`config.mk`:
```
export PLATFORM = sky130hd
export DESIGN_NAME = receiver_flat
export DESIGN_NICKNAME = d
export VERILOG_FILES = /design/src/rtl/rx_pkg.sv /design/src/rtl/receiver_if.sv /design/src/rtl/rx_sync.sv /design/src/rtl/receiver.sv /design/src/flat_wrapper.sv
export SDC_FILE = /design/constraint.sdc
export NUM_CORES = 1
export LEC_CHECK = 0
export BUFFER_PORTS_ARGS = -buffer_cell sky130_fd_sc_hd__buf_4
export CORE_ASPECT_RATIO = 1.75
export CORE_MARGIN = 5
export CORE_UTILIZATION = 62
export DETAILED_ROUTE_END_ITERATION = 12
export GPL_TIMING_DRIVEN = 0
export PLACE_DENSITY = 0.95
export SETUP_SLACK_MARGIN = 0.5
export SLEW_MARGIN = 20
export SYNTH_ARGS = -nofsm -noshare
export SYNTH_HDL_FRONTEND = slang
export SYNTH_SLANG_ARGS = --single-unit
```
`constraint.sdc`:
```
create_clock -name clk -period 6 [get_ports clk]
set_input_delay 1.2 -clock clk [delete_from_list [all_inputs] [get_ports clk]]
set_output_delay 1.2 -clock clk [all_outputs]
set_load 0.02 [all_outputs]
```
`src/rtl/rx_pkg.sv`:
```
// Shared constants and types for the serial receive stage.
package rx_pkg;
    localparam int   DATA_W    = 55;
    localparam int   CNT_W     = 6;
    localparam logic LINE_IDLE = 1'b1;

    typedef enum logic [1:0] {
        IDLE     = 2'd0,
        DATA     = 2'd1,
        STOP     = 2'd2,
        ERR_WAIT = 2'd3
    } rx_state_e;
endpackage

```
`src/rtl/receiver_if.sv`:
```
// Output-side port bundle of the receiver.
// The master side is the receiver. The slave side is the consumer.
interface receiver_if;
    import rx_pkg::*;

    logic [DATA_W-1:0] RX_Data;
    logic              RX_Data_Valid;
    logic              RX_Ready;
    logic              RX_Frame_Err;
    logic              RX_Overrun;

    modport master (
        output RX_Data, RX_Data_Valid, RX_Frame_Err, RX_Overrun,
        input  RX_Ready
    );

    modport slave (
        input  RX_Data, RX_Data_Valid, RX_Frame_Err, RX_Overrun,
        output RX_Ready
    );
endinterface

```
`src/rtl/rx_sync.sv`:
```
// Two-flop synchronizer for the serial line.
// On reset, both flops go to the idle level, so reset itself can never
// look like a start bit.
module rx_sync
    import rx_pkg::*;
(
    input  logic clk,
    input  logic rst,
    input  logic d,
    output logic q
);
    logic meta;

    // Shift the raw line through two flops.
    always_ff @(posedge clk or posedge rst) begin
        if (rst) begin
            meta <= LINE_IDLE;
            q    <= LINE_IDLE;
        end else begin
            meta <= d;
            q    <= meta;
        end
    end
endmodule

```
`src/rtl/receiver.sv`:
```
// Serial-to-parallel receive stage.
//
// Frame format: start bit 0, then DATA_W data bits (MSB first), then stop bit 1.
// The line is sampled once per clk, with no oversampling.
// A good frame lands in a one-deep output register that uses a valid/ready handshake.
// A bad stop bit pulses RX_Frame_Err.
// A good frame that arrives while the output register is still full is dropped,
// and RX_Overrun pulses.
//
// Build option RX_SYNC_EN: the line goes through a 2-flop synchronizer first.
// This adds two cycles of latency.
module receiver
    import rx_pkg::*;
(
    input  logic       clk,
    input  logic       rst,
    input  logic       S_Data,
    receiver_if.master rx
);
    logic line;

`ifdef RX_SYNC_EN
    rx_sync u_sync (
        .clk (clk),
        .rst (rst),
        .d   (S_Data),
        .q   (line)
    );
`else
    assign line = S_Data;
`endif

    rx_state_e         state, state_nxt;
    logic [CNT_W-1:0]  cnt, cnt_nxt;
    logic [DATA_W-1:0] shreg, shreg_nxt;
    logic              good;
    logic              ferr;

    // Frame FSM state, bit counter and shift register.
    always_ff @(posedge clk or posedge rst) begin
        if (rst) begin
            state <= IDLE;
            cnt   <= '0;
            shreg <= '0;
        end else begin
            state <= state_nxt;
            cnt   <= cnt_nxt;
            shreg <= shreg_nxt;
        end
    end

    // Next-state logic. good and ferr are single-cycle strobes taken in STOP.
    always_comb begin
        state_nxt = state;
        cnt_nxt   = cnt;
        shreg_nxt = shreg;
        good      = 1'b0;
        ferr      = 1'b0;
        case (state)
            IDLE: begin
                if (line != LINE_IDLE) begin
                    state_nxt = DATA;
                    cnt_nxt   = CNT_W'(DATA_W - 1);
                end
            end
            DATA: begin
                shreg_nxt = {shreg[DATA_W-2:0], line};
                if (cnt == '0) begin
                    state_nxt = STOP;
                end else begin
                    cnt_nxt = cnt - CNT_W'(1);
                end
            end
            STOP: begin
                if (line == LINE_IDLE) begin
                    good      = 1'b1;
                    state_nxt = IDLE;
                end else begin
                    ferr      = 1'b1;
                    shreg_nxt = '0;
                    state_nxt = ERR_WAIT;
                end
            end
            ERR_WAIT: begin
                // A line held low after a framing error must not be taken
                // as a fresh start bit.
                if (line == LINE_IDLE) begin
                    state_nxt = IDLE;
                end
            end
            default: state_nxt = IDLE;
        endcase
    end

    // Output register and status pulses.
    // A completing frame wins over an accept in the same cycle.
    always_ff @(posedge clk or posedge rst) begin
        if (rst) begin
            rx.RX_Data       <= '0;
            rx.RX_Data_Valid <= 1'b0;
            rx.RX_Frame_Err  <= 1'b0;
            rx.RX_Overrun    <= 1'b0;
        end else begin
            rx.RX_Frame_Err <= ferr;
            rx.RX_Overrun   <= good && rx.RX_Data_Valid && !rx.RX_Ready;
            if (good && (!rx.RX_Data_Valid || rx.RX_Ready)) begin
                rx.RX_Data       <= shreg;
                rx.RX_Data_Valid <= 1'b1;
            end else if (rx.RX_Ready) begin
                rx.RX_Data_Valid <= 1'b0;
            end
        end
    end
endmodule
```
`src/flat_wrapper.sv`:
```
// flat-port wrapper written by rule: the top's interface ports become plain ports
module receiver_flat import rx_pkg::*;
  (clk, rst, S_Data, rx_RX_Data, rx_RX_Data_Valid, rx_RX_Frame_Err, rx_RX_Overrun, rx_RX_Ready);
  receiver_if rx_i ();
  input  logic clk;
  input  logic rst;
  input  logic S_Data;
  output wire logic [$bits(rx_i.RX_Data)-1:0] rx_RX_Data;
  output wire logic [$bits(rx_i.RX_Data_Valid)-1:0] rx_RX_Data_Valid;
  output wire logic [$bits(rx_i.RX_Frame_Err)-1:0] rx_RX_Frame_Err;
  output wire logic [$bits(rx_i.RX_Overrun)-1:0] rx_RX_Overrun;
  input wire logic [$bits(rx_i.RX_Ready)-1:0] rx_RX_Ready;
  assign rx_RX_Data = rx_i.RX_Data;
  assign rx_RX_Data_Valid = rx_i.RX_Data_Valid;
  assign rx_RX_Frame_Err = rx_i.RX_Frame_Err;
  assign rx_RX_Overrun = rx_i.RX_Overrun;
  assign rx_i.RX_Ready = rx_RX_Ready;
  receiver u_core (.clk(clk), .rst(rst), .S_Data(S_Data), .rx(rx_i));
endmodule
```
; After elaboration in Yosys (flattened, before gate mapping)
; Index checks and enable logic that the tools add are counted.
[op_classes]
add_sub_neg = 1
n_eq_ne = 8
reduce_logical = 14
n_mux = 16
[ops]
columns = op, n
row1 = 55-bit case mux with 2 select lines, 1
row2 = 55-bit two-way mux, 1
row3 = 6-bit two-way mux, 2
row4 = 6-bit case mux with 2 select lines, 1
row5 = 2-bit two-way mux, 4
row6 = 2-bit inequality test (second input constant), 4
row7 = 2-bit case mux with 4 select lines, 1
row8 = 6-bit logical NOT, 1
row9 = 1-bit two-way mux, 6
row10 = 3-bit AND reduction, 2
row11 = 2-bit nonzero test, 3
row12 = 6-bit by 1-bit subtractor with 6-bit output (second input constant), 1
row13 = 2-bit == test (second input constant), 2
row14 = 1-bit logical AND, 3
row15 = 2-bit by 1-bit == test with 1-bit output (second input constant), 1
row16 = 1-bit logical NOT, 2
row17 = 2-bit logical NOT, 1
row18 = 2-bit by 1-bit inequality test with 1-bit output (second input constant), 1
row19 = 2-bit AND reduction, 1
row20 = 1-bit logical OR, 1
[word_totals]
regBits = 121
input_bits = 4

; Longest topological paths before layout
; Gate-level depths: netlist (run 1).
[depth]
ltp_word = 4
depth_mapped = 6
ltp_nobuf = 5

; Worst setup path after synthesis (run 1)
; No wires, ideal clock.
[synth_timing]
path_type = input to register
startpoint = input port S_Data
endpoint = register u_core.rx.RX_Data[0]
setup_time_ps = 125
required_ps = 5875
arrival_ps = 2109
path_stages = 5
path_slack_ps = 3766
path_cell_list = nor2b_4 > and3_4 > buf_12 > buf_12 > mux2_4
[synth_via]
elab_chain_len = 3
[synth_rtl]
columns = element, line_no
row1 = from (decl), flat_wrapper.sv:7  ; input logic S_Data;
row2 = 1-bit two-way mux, receiver.sv:75  ; if (line == LINE_IDLE) begin
row3 = 1-bit two-way mux, receiver.sv:59  ; case (state)
row4 = 1-bit logical AND, receiver.sv:106  ; if (good && (!rx.RX_Data_Valid || rx.RX_Ready)) begin
row5 = to (signal assigned), receiver.sv:107  ; rx.RX_Data <= shreg;
row6 = to (decl), receiver_if.sv:13  ; output RX_Data, RX_Data_Valid, RX_Frame_Err, RX_Overrun,
; No other way between the ends.
; A chain may end at the register's enable or synchronous reset.

; Worst setup path in the final report (run 1)
[layout_timing]
startpoint = register u_core.rx.RX_Data[37]
endpoint = output port rx_RX_Data[37]
[layout_lines]
columns = element, line_no
row1 = to (decl), flat_wrapper.sv:8  ; output wire logic [$bits(rx_i.RX_Data)-1:0] rx_RX_Data;
; No word-level cell between the ends.

==> impl_results.md, run 1 <==
* Status: finished, final reports clean
* WS Path Type: flop to primary output
* Unrepaired setup endpoints after global routing: no
* Ports at 62
* Worst Path Buf+Inv at 1
* Max stage delay on crit path at approximately 430 ps
* Slew Limit Fails at 0
* Leakage at 3.076 nW
* Final setup viols at 0
* Clock Root Buffer: clkbuf_16
* Startpoint types: flop
* Commonest cells after routing, fill and taps aside: dfrtp_1 (121), nand2_1 (112), buf_4 (62)
* Leading area contributor after synthesis: dfrtp_1
* Later-pin clock latency in the skew report at 420 ps
* Pre-CTS WS at roughly 3500 ps
* Worst-path clk slew at 60 ps
* Slew of the pin with the lowest slew margin at 531.0 ps
* Synth area leaders: dfrtp_1 (60%), mux2_4 (15%), nand2_1 (8.3%)
* I/O Buffers at between 60 and 70
* Final period utilization at 0.3704
* Pin count of the biggest net entering global routing at 64
* Layout cells sized above 1 at 0.3360
* Post-synth cell types at 38
* Number of routed nets with antenna violations at 0
* Final hold viol count at 0
* Total Routed Length at 12820 um
* Placed cells at 568
* Htree depth at 4
* DIE AREA at 10150 sq um
* Worst setup EP type: primary output
* First-pass GRT wire length at 20910 um
* Wire length per cell at 21.40 um
* Die X at 78.34 um
* Maximum VDD drop at 0.3340 mV
* CTS Buf Count at 17
* CTS Hold Bufs at 0
* Final net count at just over 500
* Max cap viols at 0
* Post-route worst setup slack at 3778 ps
* Min cycle time layout at roughly 2200 ps
* Vias in the first global route at 3889
* # diodes at 0
* Fmax at approximately 450 MHz
* Worst min path class: flop to flop
* Initial antenna violation count at 0
* Area Growth Syn to Fin at 24.57%
* YS warnings at 0
* Worst path slowest cell: dfrtp_1
* Commonest non-fill, non-tap cell in the layout: dfrtp_1
* Post-synth top area share at 0.5975
* Post-Synthesis Cells at between 400 and 500
* Clock Path Buffers at 2
* CTS tree: yes
* GRT overflow at 0
* DIE HEIGHT at 129.6 um
* DR iter-0 viols at 498
* GPL Wtd Cong at 0.7962
* Power per cell area at roughly 500 nW/um^2
* Synth Register Bits at 121
* Syn Nets at 422
* Initial Utilization at 0.6364
* Top delay family on crit path: flip-flops
* Site Rows at 43
* Resized cells post-CTS at 0
* Setup TNS at 0 ps
* Fin cells at 599
* Post-CTS setup buffer count at 0
* Drt drc at 0
* CTS sink count at between 100 and 150
* Register area share after synthesis at 0.5975
* Total track usage at 0.2755
* CP Cell Sequence: buf_4
* Clock Skews at 10.29 ps
* Core Area at around 8000 sq um
* WP data arrival at 1020 ps
* Slew headroom at 0.6460
* Worst EP required at around 4800 ps
* Vias post-DR at 3648
* DR vias/cell at 6.090
* Mean post-synth cell area at 12.18 sq um
* Worst Path Max Fanout at 2
* DR pass1 iterations at 5
* Hpwl dp at ~7400 um
* Synthesized area at 5067 sq um
==> final timing paths <==
check | slack (ps) | from | endpoint | depth (start not counted)
max in group asynchronous | 4480 | rst | u_core.rx.RX_Overrun$_DFF_PP0_ | 3
max reg2reg | 4160 | u_core.cnt[0]$_DFFE_PP0P_ | u_core.cnt[1]$_DFFE_PP0P_ | 5
max | 3780 | u_core.rx.RX_Data[37]$_DFFE_PP0P_ | rx_RX_Data[37] | 1
min | 510 | u_core.rx.RX_Data[34]$_DFFE_PP0P_ | u_core.rx.RX_Data[34]$_DFFE_PP0P_ | 1
min in group asynchronous | 850 | rst | u_core.rx.RX_Data[40]$_DFFE_PP0P_ | 2
min reg2reg | 510 | u_core.rx.RX_Data[34]$_DFFE_PP0P_ | u_core.rx.RX_Data[34]$_DFFE_PP0P_ | 1
==> cell usage after synthesis <==
master,number
nand3b_1,1
dfrtp_1,121
nand4_1,2
clkbuf_1,6
or4b_1,1
a22oi_1,1
buf_2,11
o21bai_1,1
a21oi_1,3
mux2_1,1
nor3_2,1
nor2b_1,2
o22ai_1,1
buf_6,1
o311ai_0,1
o2bb2ai_1,1
nand2b_1,3
ha_1,2
mux2_4,50
inv_1,7
a31oi_1,1
and2b_1,1
and3_4,1
nor2b_4,1
a311o_1,1
o211ai_1,1
nor2_1,5
or2b_1,1
a221oi_1,1
nand2_1,112
and3_1,1
nor2_2,1
mux2_2,5
nand3_1,2
a211o_1,1
buf_12,6
o21ai_0,57
buf_4,1
==> final cells by class <==
| cell class | count | area [sq um] |
|---|---|---|
| repair buffers | 62 | 485.5 |
| fillers | 375 | 1650 |
| multi-input cells | 263 | 1797 |
| clock inverters | 12 | 198.9 |
| flip-flops and latches | 121 | 3028 |
| inverters | 7 | 31.28 |
| plain buffers | 25 | 216.5 |
| well taps | 90 | 112.6 |
| clock buffers | 19 | 442.9 |
==> flip-flops by register name (all words and copies together), names as in the netlist <==
register / count
u_core.shreg: 55
u_core.cnt: 6
u_core.state: 2
u_core.rx.RX_Data: 55
u_core.rx.RX_Frame_Err: 1
u_core.rx.RX_Data_Valid: 1
u_core.rx.RX_Overrun: 1
==> routing by layer <==
layer / GRT usage / vias to the layer above / part of all wire
li1: - / 1552 / -
met1: 0.3125 / 1828 / 0.37
met2: 0.4758 / 210 / 0.53
met3: 0.07997 / 58 / 0.059
met4: 0.1329 / 0 / 0.043
met5: 0 / - / 0
==> logic make-up (layout without fill, tap and decap cells) <==
logic type	Yosys count	in the layout	synth area share
AOI/OAI and AO/OA	70	70	0.07506
adders and majority gates	2	2	0.004937
buffers and inverters	32	125	0.04790
DFF	121	121	0.5975
muxes	56	56	0.1615
and+or+nand+nor	135	135	0.1131
==> stage by stage <==
stage	cell area [sq um]	util	hold WS [ps]	total power, mW
finish	6312	0.7927	512.1	3.184
global route	6312	0.7927	515.5	3.322
CTS	6312	0.7927	510.1	3.164
detailed placement	5670	0.7121	494.4	1.999
global placement	5638	0.7080	478.3	1.910
floorplan	5067	-	465.7	1.726
==> report_power, final <==
part / switching (mW) / internal (mW)
Sequential: 0.233 / 1.07
Clock: 0.369 / 0.743
Combinational: 0.469 / 0.304
Note: power is estimated with default switching activity, not from simulation.
==> run 2: changes to the inputs <==
--- a/config.mk
+++ b/config.mk
@@ -5,13 +5,14 @@
 export SDC_FILE = /design/constraint.sdc
 export NUM_CORES = 1
 export LEC_CHECK = 0
+export ABC_AREA = 1
 export BUFFER_PORTS_ARGS = -buffer_cell sky130_fd_sc_hd__buf_4
 export CORE_ASPECT_RATIO = 1.75
 export CORE_MARGIN = 5
-export CORE_UTILIZATION = 62
+export CORE_UTILIZATION = 51
 export DETAILED_ROUTE_END_ITERATION = 12
 export GPL_TIMING_DRIVEN = 0
-export PLACE_DENSITY = 0.95
+export PLACE_DENSITY = 0.86
 export SETUP_SLACK_MARGIN = 0.5
 export SLEW_MARGIN = 20
 export SYNTH_ARGS = -nofsm -noshare
==> constraint.sdc (replaced) <==
create_clock -name clk -period 1.8 [get_ports clk]
set_input_delay 0.36 -clock clk [delete_from_list [all_inputs] [get_ports clk]]
set_output_delay 0.36 -clock clk [all_outputs]
set_load 0.02 [all_outputs]
==> run 2 against run 1 <==
  * Largest cell class unchanged
  * Clock skew increased by 2.5 ps
  * Register-to-register slack got worse by 3900 ps
  * Count of clock-buffer cells in the layout increased by 5
  * Sequential share of layout area decreased by 5.3 points
  * Largest power group is now combinational logic
  * Critical path type is now flop to flop
==> impl_results.md, run 2 <==
* Mean post-synth cell area at 10.45 sq um (-14%)
* Net Sw Frac at 0.3612 (+0.02482)
* Register area share after synthesis at 0.6689 (+0.07135)
* Area Growth Syn to Fin at 56.80%
* Initial Utilization at 0.5221 (-0.1143)
* Startpoint types: flop
* Most frequent cells after synthesis: dfrtp_1 (121), nand2_1 (83), inv_1 (68)
* Layout cells sized above 1 at 0.4167 (+0.08071)
* Fillers at 439 (+17%)
* First-pass GRT wire length at 20420 um (-2.3%)
* Largest registers: u_core.rx.RX_Data: 55 flops, u_core.shreg: 55 flops, u_core.cnt: 6 flops
* Status: finished, final reports clean
* Hold WS at 33.07 ps (-479.0 ps)
* Wire length per cell at 22.09 um (+3.2%)
* Top-count cell post-synth: dfrtp_1
* DIE AREA at 10930 sq um (+7.7%)
* R2R cell count at 6 (+1)
* Logic pwr share at 0.402 (+0.159)
* CTS tree: yes
* Unrepaired setup endpoints after global routing: yes
* Initial antenna violation count at 0 (unchanged)
* Slew Limit Fails at 0 (unchanged)
* Worst r2r src: u_core.rx.RX_Data_Valid$_DFFE_PP0P_
* Clock Path Buffers at 2 (unchanged)
* CTS sink count at 121 (unchanged)
* Post-synth top area share at 0.6689 (+0.07135)
* Vias post-DR at 4192 (+15%)
* GRT overflow at 0 (unchanged)
* Final hold viol count at 0 (unchanged)
* Slew headroom at 0.4799 (-0.1662)
* Max cap viols at 0 (unchanged)
* Total track usage at 0.2514 (-0.02402)
* Commonest non-fill, non-tap cell in the layout: dfrtp_1
* Htree depth at 4 (unchanged)
* Leakage at 3.475 nW (+13%)
* DIE HEIGHT at 134.6 um (+3.9%)
* Syn Nets at 439 (+4.0%)
* Final period utilization at 0.8378
* WP data arrival at 1800 ps (+780 ps)
* Setup TNS at 0 ps (unchanged)
* Site Rows at 45 (+4.7%)
* Slew of the pin with the lowest slew margin at 775.9 ps (+245.0 ps)
* Total Routed Length at 15840 um (+24%)
* Drt drc at 0 (unchanged)
* Number of routed nets with antenna violations at 0 (unchanged)
* Setup slack, reg-to-reg at 290 ps (-3870 ps)
* Worst EP required at 2100 ps (-2700 ps)
* Die X at 81.22 um (+3.7%)
* Area of the multi-input gates at 1404 sq um (-22%)
* Commonest cells after routing, fill and taps aside: dfrtp_1 (120), buf_6 (68), inv_1 (64), buf_4 (64), nand2_1 (61)
* Worst Path Max Fanout at 10 (+8)
* Final setup viols at 0 (unchanged)
* DR iter-0 viols at 507 (+1.8%)
* # diodes at 0 (unchanged)
* Maximum VDD drop at 1.238 mV (+270%)
* Final Power at 13.32 mW (+320%)
* Design area at 7098 sq um (+12%)
* Core Area at 8671 sq um (+8.9%)
* Post-synth cell types at 21 (-45%)
* Sw Pwr at 4.810 mW (+350%)
* Hpwl dp at 6850 um (-7.1%)
* Worst min path class: input port to async pin
* Leading area contributor after synthesis: dfrtp_1
* EDFF count, synth at 0 (unchanged)
* Fin cells at 717 (+20%)
* Fmax at 663.2 MHz
* Later-pin clock latency in the skew report at 430 ps (about the same)
* DR pass1 iterations at 5 (unchanged)
* Power per cell area at 1876 nW/um^2 (+270%)
* Worst setup EP type: flop
* Clock Root Buffer: clkbuf_16
* Sequential Area at 3029 sq um (about the same)
* Min cycle time layout at 1508 ps
* P_int at 8.507 mW (+300%)
* CTS Buf Count at 17 (unchanged)
* DR vias/cell at 5.847 (-4.0%)
* Post-Synthesis Cells at 433 (+4.1%)
* Synth Register Bits at 121 (unchanged)
* Synth area leaders: dfrtp_1 (67%), o22ai_1 (7.6%), nand2_1 (6.9%)
* Main synth FF type: dfrtp_1
* GPL Wtd Cong at 0.7737 (-2.8%)
* DP Area at 5202 sq um (-8.3%)
* I/O Buffers at 61 (unchanged)
* Sequential share of power at 0.318 (-0.090)
* Worst-path clk slew at 60 ps (about the same)
* Synthesized area at 4527 sq um (-11%)
* Pin count of the biggest net entering global routing at 39 (-39%)
* Capturing point of the worst reg2reg path: u_core.rx.RX_Data[0]$_DFFE_PP0P_
* Ports at 62 (unchanged)
* Placed cells at 614 (+8.1%)
* Asr flop ratio synth at 1.000 (unchanged)
* WS Path Type: flop to flop
* Final net count at 593 (+18%)
* Clk pwr share at 0.280 (-0.070)
* YS warnings at 0 (unchanged)
* Clock Skews at 12.77 ps (+2.487 ps)
* Vias in the first global route at 4046 (+4.0%)
==> run 2: layout make-up <==
type / count / share of cell area
well taps: 117 / 0.02062
clock buffers: 24 / 0.06504
flip-flops and latches: 121 / 0.4268
repair inverters: 1 / 0.0007051
multi-input cells: 221 / 0.1978
repair buffers: 133 / 0.1865
inverters: 69 / 0.03772
clock inverters: 8 / 0.02362
plain buffers: 23 / 0.04125
==> run 2: power by group through the flow <==
stage | sequential, mW | combinational [mW] | clock, mW
6_report | 4.23 | 5.35 | 3.73
5_1_grt | 4.29 | 5.68 | 3.86
4_1_cts | 4.13 | 4.17 | 3.67
3_5_place_dp | 4.08 | 3.42 | 0
3_3_place_gp | 4.04 | 3.23 | 0
2_1_floorplan | 4.39 | 1.94 | 0
==> run 2: through the flow <==
step	utilization	setup slack (ps)
after detailed placement	0.6000	227.2
after global routing	0.8186	283.6
final	0.8186	292.0
after CTS	0.7491	449.4
after floorplan	-	-43.34
after global placement	0.5922	-623.1
==> run 2: cells by family after synthesis <==
family / share of synthesized area
simple gates: 0.09315
buf+inv: 0.08982
compound gates: 0.1426
fa+ha+maj: 0.005527
flops: 0.6689
==> run 2: worst max-delay path, stage by stage, from the launching register on <==
cell,delay (ps)
dfrtp_1,410
nand2_2,100
nand4_1,260
buf_6,270
buf_8,150
nand2_1,100
o21ai_1,100
==> run 2: timing repair <==
item,4_1_cts,5_1_grt
hold buffers,0,2
buffers inserted,31,30
gates cloned,2,6
gates resized for setup,165,74
endpoints found under the setup margin,170,210
pin swaps,5,4
hold endpoints to repair,0,1
==> run 2: metal layers <==
metal | track usage | wire length, um | share of wire | vias to the layer above
met1 | 0.2771 | 5506 | 0.35 | 2089
met5 | 0 | 0 | 0 | -
met4 | 0.1184 | 864 | 0.055 | 0
li1 | - | - | - | 1746
met3 | 0.07276 | 1052 | 0.066 | 85
met2 | 0.4360 | 8417 | 0.53 | 272
==> run 2: worst max path at each step <==
stage,end,from,slack (ps)
2_1_floorplan,u_core.cnt[0]$_DFFE_PP0P_,rst,-40
3_3_place_gp,u_core.rx.RX_Data[30]$_DFFE_PP0P_,rst,-620
3_5_place_dp,u_core.rx.RX_Data[31]$_DFFE_PP0P_,rst,230
4_1_cts,rx_RX_Data[48],u_core.rx.RX_Data[48]$_DFFE_PP0P_,450
5_1_grt,u_core.rx.RX_Data[5]$_DFFE_PP0P_,u_core.rx.RX_Data_Valid$_DFFE_PP0P_,280
6_report,u_core.rx.RX_Data[0]$_DFFE_PP0P_,u_core.rx.RX_Data_Valid$_DFFE_PP0P_,290
==> run 3: changes to the inputs <==
--- a/config.mk
+++ b/config.mk
@@ -9,10 +9,10 @@
 export BUFFER_PORTS_ARGS = -buffer_cell sky130_fd_sc_hd__buf_4
 export CORE_ASPECT_RATIO = 1.75
 export CORE_MARGIN = 5
-export CORE_UTILIZATION = 51
+export CORE_UTILIZATION = 56
 export DETAILED_ROUTE_END_ITERATION = 12
 export GPL_TIMING_DRIVEN = 0
-export PLACE_DENSITY = 0.86
+export PLACE_DENSITY = 0.89
 export SETUP_SLACK_MARGIN = 0.5
 export SLEW_MARGIN = 20
 export SYNTH_ARGS = -nofsm -noshare
==> constraint.sdc (replaced) <==
create_clock -name clk -period 1.5 [get_ports clk]
set_input_delay 0.3 -clock clk [delete_from_list [all_inputs] [get_ports clk]]
set_output_delay 0.3 -clock clk [all_outputs]
set_load 0.02 [all_outputs]
==> run 3 against run 2 <==
  * Routed wire length grew 24%
  * Sequential share of layout area decreased by 1.8 points
  * Die area is 8.1% lower
  * Critical path type unchanged
  * Cell count down 3.8%
  * The flow now finishes with violations (hold timing)
==> impl_results.md, run 3 (synthesized netlist as in run 2, its figures left out) <==
* Status: finished, violations left
* Failing checks: hold timing
* Vias in the first global route at 4410 (+9.0%)
* Final period utilization at 0.9795 (+0.1418)
* Die X at 77.97 um (-4.0%)
* Power per cell area at 2304 nW/um^2 (+23%)
* Area Growth Syn to Fin at 63.57%
* WS Path Type: flop to flop
* Placed cells at 587 (-4.4%)
* Pin count of the biggest net entering global routing at 39 (unchanged)
* Maximum VDD drop at 1.838 mV (+48%)
* GRT overflow at 0 (unchanged)
* Worst min path class: input port to async pin
* Worst Path Buf+Inv at 3 (+1)
* Max cap viols at 0 (unchanged)
* Sequential Area at 3029 sq um (unchanged)
* Largest registers: u_core.rx.RX_Data: 55 flops, u_core.shreg: 55 flops, u_core.cnt: 6 flops
* DIE HEIGHT at 128.9 um (-4.2%)
* I/O Buffers at 61 (unchanged)
* Fillers at 203 (-54%)
* Clock Skews at 10.65 ps (-2.128 ps)
* Commonest cells after routing, fill and taps aside: dfrtp_1 (120), buf_4 (69), buf_6 (68)
* DR vias/cell at 6.659 (+14%)
* DR pass1 iterations at 5 (unchanged)
* Area of the multi-input gates at 1725 sq um (+23%)
* R2R cell count at 6 (unchanged)
* Final hold viol count at 21 (+21)
* WP data arrival at 1810 ps (about the same)
* Worst r2r src: u_core.rx.RX_Data_Valid$_DFFE_PP0P_
* CTS Buf Count at 17 (unchanged)
* Busiest layer in global routing: met2
* First-pass GRT wire length at 23850 um (+17%)
* CTS sink count at 121 (unchanged)
* Capturing point of the worst reg2reg path: u_core.rx.RX_Data[0]$_DFFE_PP0P_
* Number of routed nets with antenna violations at 0 (unchanged)
* Clock Root Buffer: clkbuf_16
* Ports at 62 (unchanged)
* Final net count at 593 (unchanged)
* Htree depth at 4 (unchanged)
* GPL Wtd Cong at 0.7776 (+0.50%)
* Top delay family on crit path: buffers and inverters
* Worst Path Max Fanout at 10 (unchanged)
* Later-pin clock latency in the skew report at 440 ps (about the same)
* Met3 global-route usage at 0.08193 (+0.009169)
* DR iter-0 viols at 554 (+9.3%)
* Worst-path clk slew at 60 ps (about the same)
* Final setup viols at 0 (unchanged)
* Worst path slowest cell: dfrtp_1
* Drt drc at 0 (unchanged)
* Min cycle time layout at 1469 ps (-38.70 ps)
* Slew Limit Fails at 0 (unchanged)
* Site Rows at 43 (-4.4%)
* Max stage delay on crit path at 400 ps (about the same)
* Clock Path Buffers at 2 (unchanged)
* Startpoint types: flop
* Hold WS at -78.03 ps (-111.1 ps)
* Commonest non-fill, non-tap cell in the layout: dfrtp_1
* Initial Utilization at 0.5724 (+0.05030)
* Layout cells sized above 1 at 0.5350 (+0.1183)
* DIE AREA at 10050 sq um (-8.1%)
* Initial antenna violation count at 0 (unchanged)
* CP Cell Sequence: nand2_2 -> nand4_1 -> buf_6 -> buf_12 -> clkbuf_8 -> o21ai_1
* Leakage at 3.585 nW (+3.2%)
* Core Area at 7909 sq um (-8.8%)
* Hpwl dp at 6826 um (-0.35%)
* CTS tree: yes
* Unrepaired setup endpoints after global routing: yes
* Total Routed Length at 19610 um (+24%)
* Worst EP required at 1840 ps (-260 ps)
* Vias post-DR at 4595 (+9.6%)
* Wire length per cell at 28.41 um (+29%)
* Slew headroom at 0.6164 (+0.1365)
* Setup slack, reg-to-reg at 30 ps (-260 ps)
* # diodes at 0 (unchanged)
* Fmax at 680.6 MHz (+2.6%)
* Final Util at 0.9362 (+0.1176)
* Grt met2 use at 0.5337 (+0.09777)
* Total track usage at 0.3103 (+0.05887)
* Worst setup EP type: flop
* Slew of the pin with the lowest slew margin at 574.2 ps (-201.7 ps)
* Fin cells at 690 (-3.8%)
* Met1 Track Usage GR at 0.3561 (+0.07899)
==> run 3: how the worst max path moves through the flow <==
stage,from,depth (start not counted),slack [ps],endpoint
global route,u_core.rx.RX_Data_Valid$_DFFE_PP0P_,6,10,u_core.rx.RX_Data[0]$_DFFE_PP0P_
detailed placement,rx_RX_Ready,8,30,u_core.rx.RX_Data[37]$_DFFE_PP0P_
global placement,rst,2,-870,u_core.rx.RX_Data[32]$_DFFE_PP0P_
floorplan,rst,1,-280,u_core.cnt[0]$_DFFE_PP0P_
CTS,u_core.rx.RX_Data[40]$_DFFE_PP0P_,1,210,rx_RX_Data[40]
finish,u_core.rx.RX_Data_Valid$_DFFE_PP0P_,6,30,u_core.rx.RX_Data[0]$_DFFE_PP0P_
==> run 3: area by class of cell <==
cell class	count	area share
plain buffers	23	0.04005
clock buffers	20	0.06303
clock inverters	12	0.02315
inverters	69	0.03616
multi-input cells	220	0.2330
flip-flops and latches	121	0.4091
well taps	90	0.01521
repair buffers	135	0.1803
==> run 3: routing by layer <==
metal | routed length, um | part of all wire
met4 | 1437 | 0.073
met2 | 9769 | 0.50
met1 | 6503 | 0.33
met3 | 1895 | 0.097
met5 | 0 | 0
==> run 3: where the power goes <==
part	switching (mW)	internal, mW
Sequential	0.824	4.38
Combinational	4.25	3.04
Clock	1.67	2.90
Total	6.75	10.3
==> run 3: through the flow <==
stage	total power, mW	setup TNS [ps]	instance area, sq um	setup WS (ps)
floorplan	7.784	-34280	4609	-283.3
global placement	8.891	-104410	5180	-871.5
detailed placement	9.195	0	5240	34.82
CTS	14.91	0	6719	211.9
global route	17.44	0	7405	11.20
finish	17.06	0	7405	30.74
==> run 3: timing repair <==
item,4_1_cts,5_1_grt
setup buffers,38,27
resized for setup,175,129
hold endpoints to repair,21,21
pin swaps,6,2
gates cloned,3,3
setup endpoints to repair,177,178
